<file path="config.mk">
export PLATFORM = sky130hd
export DESIGN_NAME = seq_step_ctrl
export DESIGN_NICKNAME = d
export VERILOG_FILES = /design/src/rtl/seq_step_ctrl.sv
export SDC_FILE = /design/constraint.sdc
export NUM_CORES = 1
export LEC_CHECK = 0
export BUFFER_PORTS_ARGS = -buffer_cell sky130_fd_sc_hd__buf_2
export CELL_PAD_IN_SITES_DETAIL_PLACEMENT = 1
export CELL_PAD_IN_SITES_GLOBAL_PLACEMENT = 2
export CORE_MARGIN = 2
export CORE_UTILIZATION = 32
export CTS_BUF_LIST = sky130_fd_sc_hd__clkbuf_8
export DETAILED_ROUTE_END_ITERATION = 10
export GPL_TIMING_DRIVEN = 1
export HOLD_SLACK_MARGIN = 0.03
export PLACE_DENSITY = 0.83
export SKIP_CTS_REPAIR_TIMING = 1
export SLEW_MARGIN = 0
export SYNTH_ARGS = -nofsm -noshare
export SYNTH_HDL_FRONTEND = slang
export SYNTH_SLANG_ARGS = --single-unit
</file>
<file path="constraint.sdc">
create_clock -name clk -period 1.9 [get_ports clk]
set_clock_uncertainty 0.2 [all_clocks]
set_input_delay 0.285 -clock clk [delete_from_list [all_inputs] [get_ports clk]]
set_output_delay 0.285 -clock clk [all_outputs]
set_load 0.01 [all_outputs]
</file>
<file path="src/rtl/seq_step_ctrl.sv">
// Steps through the first len entries of a 4-entry programmable table, holding each value div+1 cycles, in one-shot or loop mode.
// One cycle from start to the first q; all outputs registered, no flow control (stop aborts the run, rst clears everything).
module seq_step_ctrl #(
    parameter int WIDTH = 3,
    parameter int DIV_W = 8
) (
    input  logic             clk,
    input  logic             rst,
    input  logic             cfg_we,
    input  logic [1:0]       cfg_addr,
    input  logic [WIDTH-1:0] cfg_data,
    input  logic [2:0]       len,
    input  logic [DIV_W-1:0] div,
    input  logic             loop,
    input  logic             start,
    input  logic             stop,
    output logic [WIDTH-1:0] q,
    output logic [1:0]       idx,
    output logic             valid,
    output logic             busy,
    output logic             done
);

    typedef enum logic {IDLE, RUN} state_t;

    state_t           state;
    logic [WIDTH-1:0] tbl [4];
    logic [DIV_W-1:0] cnt;
    logic [DIV_W-1:0] div_l;
    logic [1:0]       last_l;
    logic             loop_l;
    logic [1:0]       last_in;
    logic             tick;

    // Out-of-range lengths (0, 5..7) play the whole table.
    always_comb begin
        last_in = 2'd3;
        if (len != 3'd0 && len <= 3'd4)
            last_in = 2'(len - 3'd1);
    end

    assign tick = (cnt == div_l);

    always_ff @(posedge clk) begin
        if (rst) begin
            state  <= IDLE;
            q      <= '0;
            idx    <= 2'd0;
            valid  <= 1'b0;
            busy   <= 1'b0;
            done   <= 1'b0;
            cnt    <= '0;
            div_l  <= '0;
            last_l <= 2'd0;
            loop_l <= 1'b0;
            tbl[0] <= WIDTH'(0);
            tbl[1] <= WIDTH'(2);
            tbl[2] <= WIDTH'(4);
            tbl[3] <= WIDTH'(7);
        end else begin
            valid <= 1'b0;
            done  <= 1'b0;
            case (state)
                IDLE: begin
                    if (start && !stop) begin
                        state  <= RUN;
                        busy   <= 1'b1;
                        div_l  <= div;
                        last_l <= last_in;
                        loop_l <= loop;
                        cnt    <= '0;
                        idx    <= 2'd0;
                        q      <= tbl[0];
                        valid  <= 1'b1;
                    end
                end
                RUN: begin
                    if (stop) begin
                        state <= IDLE;
                        busy  <= 1'b0;
                    end else if (tick) begin
                        cnt <= '0;
                        if (idx != last_l) begin
                            idx   <= idx + 2'd1;
                            q     <= tbl[idx + 2'd1];
                            valid <= 1'b1;
                        end else if (loop_l) begin
                            idx   <= 2'd0;
                            q     <= tbl[0];
                            valid <= 1'b1;
                        end else begin
                            state <= IDLE;
                            busy  <= 1'b0;
                            done  <= 1'b1;
                        end
                    end else begin
                        cnt <= cnt + 1'b1;
                    end
                end
                default: state <= IDLE;
            endcase
            // Reads above see the pre-write table, so a write never alters a q loaded on the same edge.
            if (cfg_we)
                tbl[cfg_addr] <= cfg_data;
        end
    end

endmodule

</file>
-- Word-level counts from Yosys, hierarchy flattened
Memories as Yosys holds them, arrays and structs flattened.
Index checks and enable logic that the tools add are counted.
Widths: inputs -> output; s select.
- flip-flop bits (word level): 28
- RAM bits: 12
- output and inout bits: 8
- logic and storage cells: 77
- memories kept: 1
- memories (name ; depth ; bits a word ; read ports ; clocked after memory_dff ; wr ports ; line ; source):
    tbl ; 4 ; 3 ; 2 ; 0 ; 4 ; 27 ; logic [WIDTH-1:0] tbl [4];
- add/subtract/negate cells: 3
- $lt $le $gt $ge: 1
- equal/unequal tests: 9
- mux-type cells: 41
- bitwise operators: 2
- reductions and logical operators: 10
- operators by type and width (kind ; count):
    $mux 8 ; 3
    $mux 1 ; 19
    $mux 3 ; 6
    $pmux 8 s2 ; 1
    $mux 2 ; 7
    $add 8x1->8 const B ; 1
    $eq 8x8->1 ; 1
    $reduce_and 4->1 ; 2
    $ne 3x3->1 const B ; 2
    $pmux 1 s2 ; 3
    $pmux 3 s2 ; 1
    $reduce_or 5->1 ; 1
    $ne 2x2->1 const B ; 2
    $pmux 2 s2 ; 1
    $reduce_and 2->1 ; 2
    $le 3x3->1 const B ; 1
    $ne 3x1->1 const B ; 1
    $ne 3x2->1 const B ; 1
    $reduce_bool 3->1 ; 1
    $reduce_or 3->1 ; 1
    $add 2x1->2 const B ; 1
    $logic_and 1x1->1 ; 2
    $ne 2x1->1 const B ; 1
    $ne 2x2->1 ; 1
    other kinds (3) ; 4

-- Depth between registers and ports, before layout
Gate-level depths: netlist of run 1.
An unclocked memory read counts as a cell.
- depth after elaboration: 6
- mapped depth: 6
- gate-level depth less buffers: 5

-- Least setup slack after synthesis of run 1
No wires, ideal clock.
- path type: reg-to-reg
- from: reg cnt[5]
- to: reg idx[1]
- library setup time: 0.125 ns
- arrival: 1.425 ns
- required time: 1.575 ns
- slack: 0.150 ns
- cell stages (with the launch flop): 7
- path buffers: 1
- clock period less this slack: 1.750 ns
- cells stage by stage: dfxtp_1 -> buf_6 -> xor2_2 -> nor4_4 -> nand4_4 -> a32oi_1 -> o22ai_1
- longest elaborated chain between the ends: 3
- RTL lines (item ; line ; source):
    start, declared ; 28 ; logic [DIV_W-1:0] cnt;
    start signal, assigned ; 97 ; cnt <= cnt + 1'b1;
    $eq 8x8->1 ; 42 ; assign tick = (cnt == div_l);
    $ne 2x1->1 (no line) ; -- ;
    $reduce_and 4->1 (no line) ; -- ;
    end signal, assigned ; 84 ; idx <= idx + 2'd1;
    end, declared ; 18 ; output logic [1:0] idx,
No other way between the ends.
A chain may end at the register's enable or synchronous reset.

-- Worst setup path in the final report of run 1
- from: reg div_l[4]
- to: reg q[2]
- longest elaborated chain between the ends: 3
- RTL lines (item ; line ; source):
    start, declared ; 29 ; logic [DIV_W-1:0] div_l;
    start signal, assigned ; 68 ; div_l <= div;
    $eq 8x8->1 ; 42 ;
    $ne 2x1->1 (no line) ; -- ;
    $reduce_and 4->1 (no line) ; -- ;
    end signal, assigned ; 73 ; q <= tbl[0];
    end signal, assigned ; 85 ; q <= tbl[idx + 2'd1];
    end signal, assigned ; 89 ; q <= tbl[0];
    end, declared ; 17 ; output logic [WIDTH-1:0] q,
No other way between the ends.

==> out/summary.md, run 1 <==
The synthesized netlist contains 38 unique library cells. Routability-driven placement finished with a final weighted congestion of 0.752. Synthesis produced a netlist whose cell count is 205.

The initial utilization of the core area, before any placement, comes to 32.8%. Largest delay contributor family on the critical path: simple AND/OR/NAND/NOR gates. The count of buffers added on input and output ports is 29.

TritonCTS created 5 clock buffers. The most used flip-flop cell after synthesis is sky130_fd_sc_hd__dfxtp_1. The tree built by TritonCTS fans out to 40 sinks.

Kind of critical path: flop to flop. VDD sags by at most 0.402 mV. In the routed design, unresolved DRC markers number 0.

The sum of overflow across all layers after global routing is 0, and the area of the die is 6670 µm². For this block, the initial DRC count from the detailed router was 66. The largest individual stage delay along the critical path comes from the cell sky130_fd_sc_hd__nor4_4.

After detailed routing, the number of vias per cell comes to 4.92. The largest fanout of any net on the critical path is 7. The number of standard-cell rows in the floorplan was 28. For this block, the routed nets add up to 4820 µm of wire. Dividing the detail-routed wire length by the instance count gives 14.9 µm.

The tools report the number of failing hold endpoints at the final stage as 0. Root buffer cell: sky130_fd_sc_hd__clkbuf_8. In this run, placement finished with an instance count of 312. Non-filler instance count after layout: 323. Post-route minimum period: 1.88 ns.

The tools report the element type at the critical path end as a flop. The run gives 0 as the initial antenna violation count. TritonCTS built the clock tree. The design draws 1860 µW. Data required time of the worst path: 1.93 ns. The mean cell area of the mapped netlist is 9.42 µm².

Clock tree buffer depth: 2. For this block, the via count after detailed routing is 1589. The count of max-cap constraint violations was 0. The critical path goes through xor2_2 -> nor4_4 -> nand4_4 -> a31o_1 -> a31oi_1. The timing-limited maximum frequency is 531 MHz, and the count of buffer and inverter cells on the critical path is 0. The synthesized design contains 12 enable-type register cells. The class of the most critical hold timing path is input pin to flop.

The area growth from synthesis to layout is 25.1%. CTS built an H-tree with a depth of 2. The total power per unit cell area came out at 769 nW/µm². The flow ran to the end, and the final reports show no timing, DRC or antenna violations. Setup repair after global routing could not meet its margin everywhere. The share of flip-flops with an asynchronous set or reset after synthesis works out to 0%. The global router's overall resource usage came out at 15.2%. Final count of pins violating max slew: 0.

In this run the static leakage power is 0.000981 µW. Relative slew slack: 66.9%. After routing, the total negative slack on setup checks comes to 0 ns. The post-route clock period utilization was 99.1%; the final net count was 271. The total number of yosys warnings is 0, and the placeable core region is 5890 µm².

The leading cell type in the layout, fill and taps excluded is sky130_fd_sc_hd__nand2_1. The number of global-route vias before repair is 1543, and the number of synthesized register bits is 40. The setup slack at placement was 0.0133 ns; the post-synthesis net count was 229.

Setup violations remaining at the end of the flow were counted as 0. The worst setup path is launched from a flop. After clock tree synthesis, the clock-pin slew on the worst setup and hold paths is 0.08 ns. Leaving out fill and tap cells, the most frequent cells in the layout are sky130_fd_sc_hd__nand2_1 (33), sky130_fd_sc_hd__buf_2 (29), sky130_fd_sc_hd__dfxtp_1 (24), sky130_fd_sc_hd__a21oi_1 (17), sky130_fd_sc_hd__buf_4 (13). For the later-pin clock latency in the skew report, the log shows 0.30 ns.

From bottom edge to top edge, the die measures 81.7 µm. The first global-routing pass estimated 7640 µm of wire. For this run, the detailed router's first-pass iteration total came to 4.

For the number of primary I/O pins, the log shows 30. The overall die width is 81.7 µm. The post-route netlist has 27.8% of its cells at a drive strength greater than 1. The post-detailed-route count of antenna-violating nets came out at 0. The final worst setup slack is 0.0164 ns. The mapped cell area came out at 1930 µm². Largest incremental delay on the critical path: 0.48 ns. The number of antenna diodes in the final layout is 0. For the pin with the worst max-slew slack, the measured transition is 0.493 ns.

Data on the critical path arrives at its endpoint at 1.91 ns. The wire-length estimate of the detail-placed layout is 3460 µm. Entering global routing, the biggest net connects 24 pins. The share of the Yosys chip area taken by registers is 47.7%.
[where the power goes]
group	total, µW	internal, µW	switching, µW
Clock	698	389	309
Sequential	944	919	25.6
Combinational	218	94.0	124
[area by class of cell]
class,instances,area [µm²]
Fill cell,722,3470
Multi-Input combinational cell,146,990
Sequential cell,40,928
Timing Repair Buffer,43,253
Tap cell,75,93.8
Clock buffer,5,68.8
Clock inverter,3,42.5
Inverter,11,41.3
[sequential cells by signal, indices dropped and copies added (netlist names)]
| signal | flops |
|---|---|
| q | 3 |
| div_l | 8 |
| done | 1 |
| tbl | 12 |
| cnt | 8 |
| state | 1 |
| busy | 1 |
| loop_l | 1 |
| idx | 2 |
| valid | 1 |
| last_l | 2 |
[kinds of logic (layout without fill, tap and decap cells)]
logic type | count (synthesis) | after routing | synth area share (%)
DFF | 40 | 40 | 47.7
muxes | 4 | 4 | 2.07
adders and majority gates | 2 | 2 | 1.30
xor gates and xnor gates | 13 | 13 | 6.28
buffers and inverters | 19 | 62 | 4.21
AOI/OAI and AO/OA | 47 | 47 | 15.8
and+or+nand+nor | 80 | 80 | 22.7
[final timing paths]
check / from / end / slack (ns) / depth (start not counted)
hold reg to reg: div_l[4]$_SDFFE_PP0P_ / div_l[4]$_SDFFE_PP0P_ / 0.27 / 2
setup reg to reg: div_l[4]$_SDFFE_PP0P_ / q[2]$_SDFFE_PP0P_ / 0.02 / 5
hold / removal: div[4] / div_l[4]$_SDFFE_PP0P_ / 0.02 / 3
setup / recovery: div_l[4]$_SDFFE_PP0P_ / q[2]$_SDFFE_PP0P_ / 0.02 / 5
[cells in the mapped netlist (2+ instances only)]
master                      n  area (µm²)
sky130_fd_sc_hd__clkbuf_1   5        18.8
sky130_fd_sc_hd__a22o_1     5        43.8
sky130_fd_sc_hd__nand2b_1   9        56.3
sky130_fd_sc_hd__nor3b_1    2        15.0
sky130_fd_sc_hd__mux2i_1    4        40.0
sky130_fd_sc_hd__o22ai_1    2        12.5
sky130_fd_sc_hd__a21oi_1   17        85.1
sky130_fd_sc_hd__xnor2_1    2        17.5
sky130_fd_sc_hd__nand3_1    5        25.0
sky130_fd_sc_hd__dfxtp_1   28         561
sky130_fd_sc_hd__nand2_1   33         124
sky130_fd_sc_hd__and3_1     2        12.5
sky130_fd_sc_hd__nor2_1     8        30.0
sky130_fd_sc_hd__or2_2      3        18.8
sky130_fd_sc_hd__ha_1       2        25.0
sky130_fd_sc_hd__buf_2      2        10.0
sky130_fd_sc_hd__nor4_4     2        42.5
sky130_fd_sc_hd__a31oi_1    9        56.3
sky130_fd_sc_hd__xor2_1    10        87.6
sky130_fd_sc_hd__nor3_1     3        15.0
sky130_fd_sc_hd__o21ai_0    4        20.0
sky130_fd_sc_hd__edfxtp_1  12         360
sky130_fd_sc_hd__inv_1     11        41.3
sky130_fd_sc_hd__and2_1     9        56.3
sky130_fd_sc_hd__a31o_1     3        26.3
[per-layer routing]
layer	global-route usage, %	part of all wire (%)
met3	3.74	3.2
met4	5.83	1.9
met2	23.4	47
met1	20.6	48
met5	0	0
[worst min-delay path: stages]
cell and delay (ns):
sky130_fd_sc_hd__buf_2 0.10, sky130_fd_sc_hd__nand2_1 0.05, sky130_fd_sc_hd__a21oi_1 0.05
[metrics by stage]
step | hold slack, ns | utilization [%] | area (µm²)
6_report | 0.0206 | 41.1 | 2420
3_3_place_gp | 0.258 | 37.6 | 2210
2_1_floorplan | 0.186 | - | 1930
3_5_place_dp | 0.264 | 37.6 | 2210
5_1_grt | 0.0329 | 41.1 | 2420
4_1_cts | -0.0185 | 39.5 | 2320
No activity file was read; power rests on OpenSTA's default activity.
==> inputs of run 2 (changes only) <==
Settings changed: CORE_ASPECT_RATIO set to 1.75, CORE_UTILIZATION 32 to 39, PLACE_DENSITY 0.83 to not set, PLACE_DENSITY_LB_ADDON set to 0.12.
Clock period 1.9 ns to 2.4 ns, I/O delays scaled along.
==> out/summary.md, run 2 (synthesis results as in run 1) <==
For the count of max-cap constraint violations, the log shows 0 (unchanged). The number of standard-cell rows in the floorplan is 33 (+18%), and the core occupancy in the finished layout is 46.9% (+5.8 points). The post-route clock period utilization is 84.1% (-15 points), and the wire length after detailed routing is 4950 µm (+2.8%). The maximum number of pins on one net before global-route repair was 16 (-33%). The initial standard-cell utilization of the core came out at 40.7% (+7.9 points). The maximum VDD drop is 0.291 mV (-27%). The number of vias in the routed layout was 1576 (-0.82%); the static leakage was 0.000915 µW (-6.7%). The timing-limited maximum frequency is 495 MHz (-6.7%), and the later-pin clock latency in the skew report is 0.29 ns (about the same).

The ratio of cells with drive above 1 in the final layout is 19.8% (-8.0 points), and the placeable core region is 4750 µm² (-19%). The run gives 2 (unchanged) as the H-tree depth reported by CTS. The total internal power is 1050 µW (-25%), and the remaining routing DRC violations is 0 (unchanged). The register clock-pin slew on the reported worst setup and hold paths came out at 0.08 ns (about the same). The run gives 0.863 (+15%) as the global placement routability congestion. The tools report the clock tree buffer depth as 2 (unchanged). The number of failing hold endpoints at the final stage was 0 (unchanged). The library cells used most frequently in the layout, excluding fill and tap cells, are sky130_fd_sc_hd__nand2_1 (33), sky130_fd_sc_hd__buf_2 (29), sky130_fd_sc_hd__dfxtp_1 (28), sky130_fd_sc_hd__a21oi_1 (17). Final worst hold slack: 0.0943 ns (+0.0737 ns).

The logs give 4 (unchanged) for the number of search-and-repair iterations in the first detailed-routing pass and 11.4% (-0.3 points) for the combinational fraction of design power. The run gives 0 (unchanged) as the sum of overflow across all layers after global routing. The number of global-route vias before repair came out at 1748 (+13%). The post-route minimum period works out to 2.02 ns (+0.135 ns). The tools report the detailed-placement wirelength estimate as 3960 µm (+14%). The filler cell count is 578 (-20%). The pin slew with the least headroom to its limit works out to 0.556 ns (+0.0633 ns). The run gives 35.1% (-2.4 points) as the clock group share of total power. The total power per unit cell area was 628 nW/µm² (-18%).

The run gives 2.41 ns (+0.48 ns) as the data required time of the worst path. The flip-flop count of the largest register, all copies and words added is 12 (unchanged). The number of clock sinks is 40 (unchanged), and the total clock buffers created by CTS is 5 (unchanged). Switching power of the nets: 346 µW (-25%). Class of the most critical hold timing path: input pin to flop. Leading cell type in the layout, fill and taps excluded: sky130_fd_sc_hd__nand2_1. The initial antenna violation count was 0 (unchanged).

The final net count was 260 (-4.1%). The sequential share of power came out at 53.5% (+2.7 points). TritonCTS built the clock tree. The largest fanout of any net on the critical path was 8 (+1).

Register with the highest flop count: tbl. The switching share of total power was 24.7% (+0.098 points); the final count of pins violating max slew was 0 (unchanged). Port buffer count: 29 (unchanged). The worst setup path is captured at a flop. Setup repair after global routing left no endpoint under its margin.

The per-cell routed wire length is 17.1 µm (+15%). The run finished with clean final reports. The global-route wire length before repair is 8180 µm (+7.1%). The number of primary I/O pins is 30 (unchanged), and the overall die width is 57.2 µm (-30%). Relative to the synthesized area, the layout overhead comes to 15.2%. Root buffer cell: sky130_fd_sc_hd__clkbuf_8. The worst setup path is launched from a flop. The number of DRC markers after the initial detailed-route iteration came out at 51 (-23%). The run gives 62.9% (-4.0 points) as the relative slew slack. The post-detailed-route count of antenna-violating nets was 0 (unchanged); the global router's overall resource usage was 19.3% (+4.1 points). The final-layout setup total negative slack came out at 0 ns (unchanged). Average vias per placed instance: 5.45 (+11%). The logs give 5550 µm² (-17%) for the area of the die and 2.02 ns (+0.11 ns) for the data arrival time at the worst-slack endpoint. The height of the die is 97.1 µm (+19%), and the total of endpoints with negative setup slack in the final report is 0 (unchanged).

The largest registers in the layout are tbl (12), cnt (8), div_l (8). The critical path is of the flop to flop type. The tools report the count of antenna diodes in the layout as 0 (unchanged).
## run 2: changes by cell type in the layout (fill, tap and decap cells not counted), moves of 2 or more
cell                       previous run  this run
sky130_fd_sc_hd__clkbuf_8             5         7
sky130_fd_sc_hd__buf_4               13         3
sky130_fd_sc_hd__dfxtp_1             24        28
sky130_fd_sc_hd__xor2_1               4        10
sky130_fd_sc_hd__xor2_2               7         1
sky130_fd_sc_hd__dfxtp_2              3         0
## run 2: metrics by stage
step | area [µm²] | cells | total power [µW] | worst slack, ns
after floorplan | 1930 | 205 | 861 | 0.650
after global placement | 2120 | 281 | 916 | 0.538
after detailed placement | 2120 | 281 | 927 | 0.410
after CTS | 2220 | 289 | 1410 | 0.389
after global routing | 2220 | 289 | 1450 | 0.169
final | 2220 | 289 | 1400 | 0.381
## run 2: final timing paths
check             cells past startpoint  slack (ns)                endpoint                   from
hold / removal                        2        0.09  last_l[0]$_SDFFE_PP0P_                 len[0]
setup reg to reg                      5        0.38     cnt[6]$_SDFFE_PP0P_    cnt[4]$_SDFFE_PP0P_
hold reg to reg                       2        0.27   div_l[1]$_SDFFE_PP0P_  div_l[1]$_SDFFE_PP0P_
setup / recovery                      5        0.38     cnt[6]$_SDFFE_PP0P_    cnt[4]$_SDFFE_PP0P_
## run 2: area by class of cell
cell class | count | area (µm²) | area share [%]
Clock buffer | 7 | 96.3 | 4.33
Clock inverter | 1 | 3.75 | 0.169
Inverter | 11 | 41.3 | 1.86
Multi-Input combinational cell | 146 | 930 | 41.8
Sequential cell | 40 | 921 | 41.4
Tap cell | 52 | 65.1 | 2.92
Timing Repair Buffer | 32 | 168 | 7.54
## run 2: metal layers
| metal | vias to the layer above | part of all wire, % | track usage (%) |
|---|---|---|---|
| met4 | 0 | 3.0 | 8.23 |
| met2 | 29 | 62 | 38.8 |
| met5 | - | 0 | 0 |
| met3 | 10 | 2.0 | 3.33 |
| met1 | 763 | 33 | 17.6 |
| li1 | 774 | - | - |
## run 2: power by group through the flow
stage | registers [µW] | logic [µW] | clock network [µW]
after floorplan | 760 | 100 | 0
after global routing | 752 | 178 | 519
final | 748 | 160 | 490
after global placement | 762 | 154 | 0
after detailed placement | 764 | 163 | 0
after CTS | 748 | 163 | 499
## run 2: critical path, cell delays in order, from the launching register on
cell and delay (ns):
sky130_fd_sc_hd__dfxtp_1 0.48, sky130_fd_sc_hd__xor2_1 0.29, sky130_fd_sc_hd__nor4_4 0.10, sky130_fd_sc_hd__a211oi_2 0.48
sky130_fd_sc_hd__a41oi_1 0.20, sky130_fd_sc_hd__a31oi_1 0.19
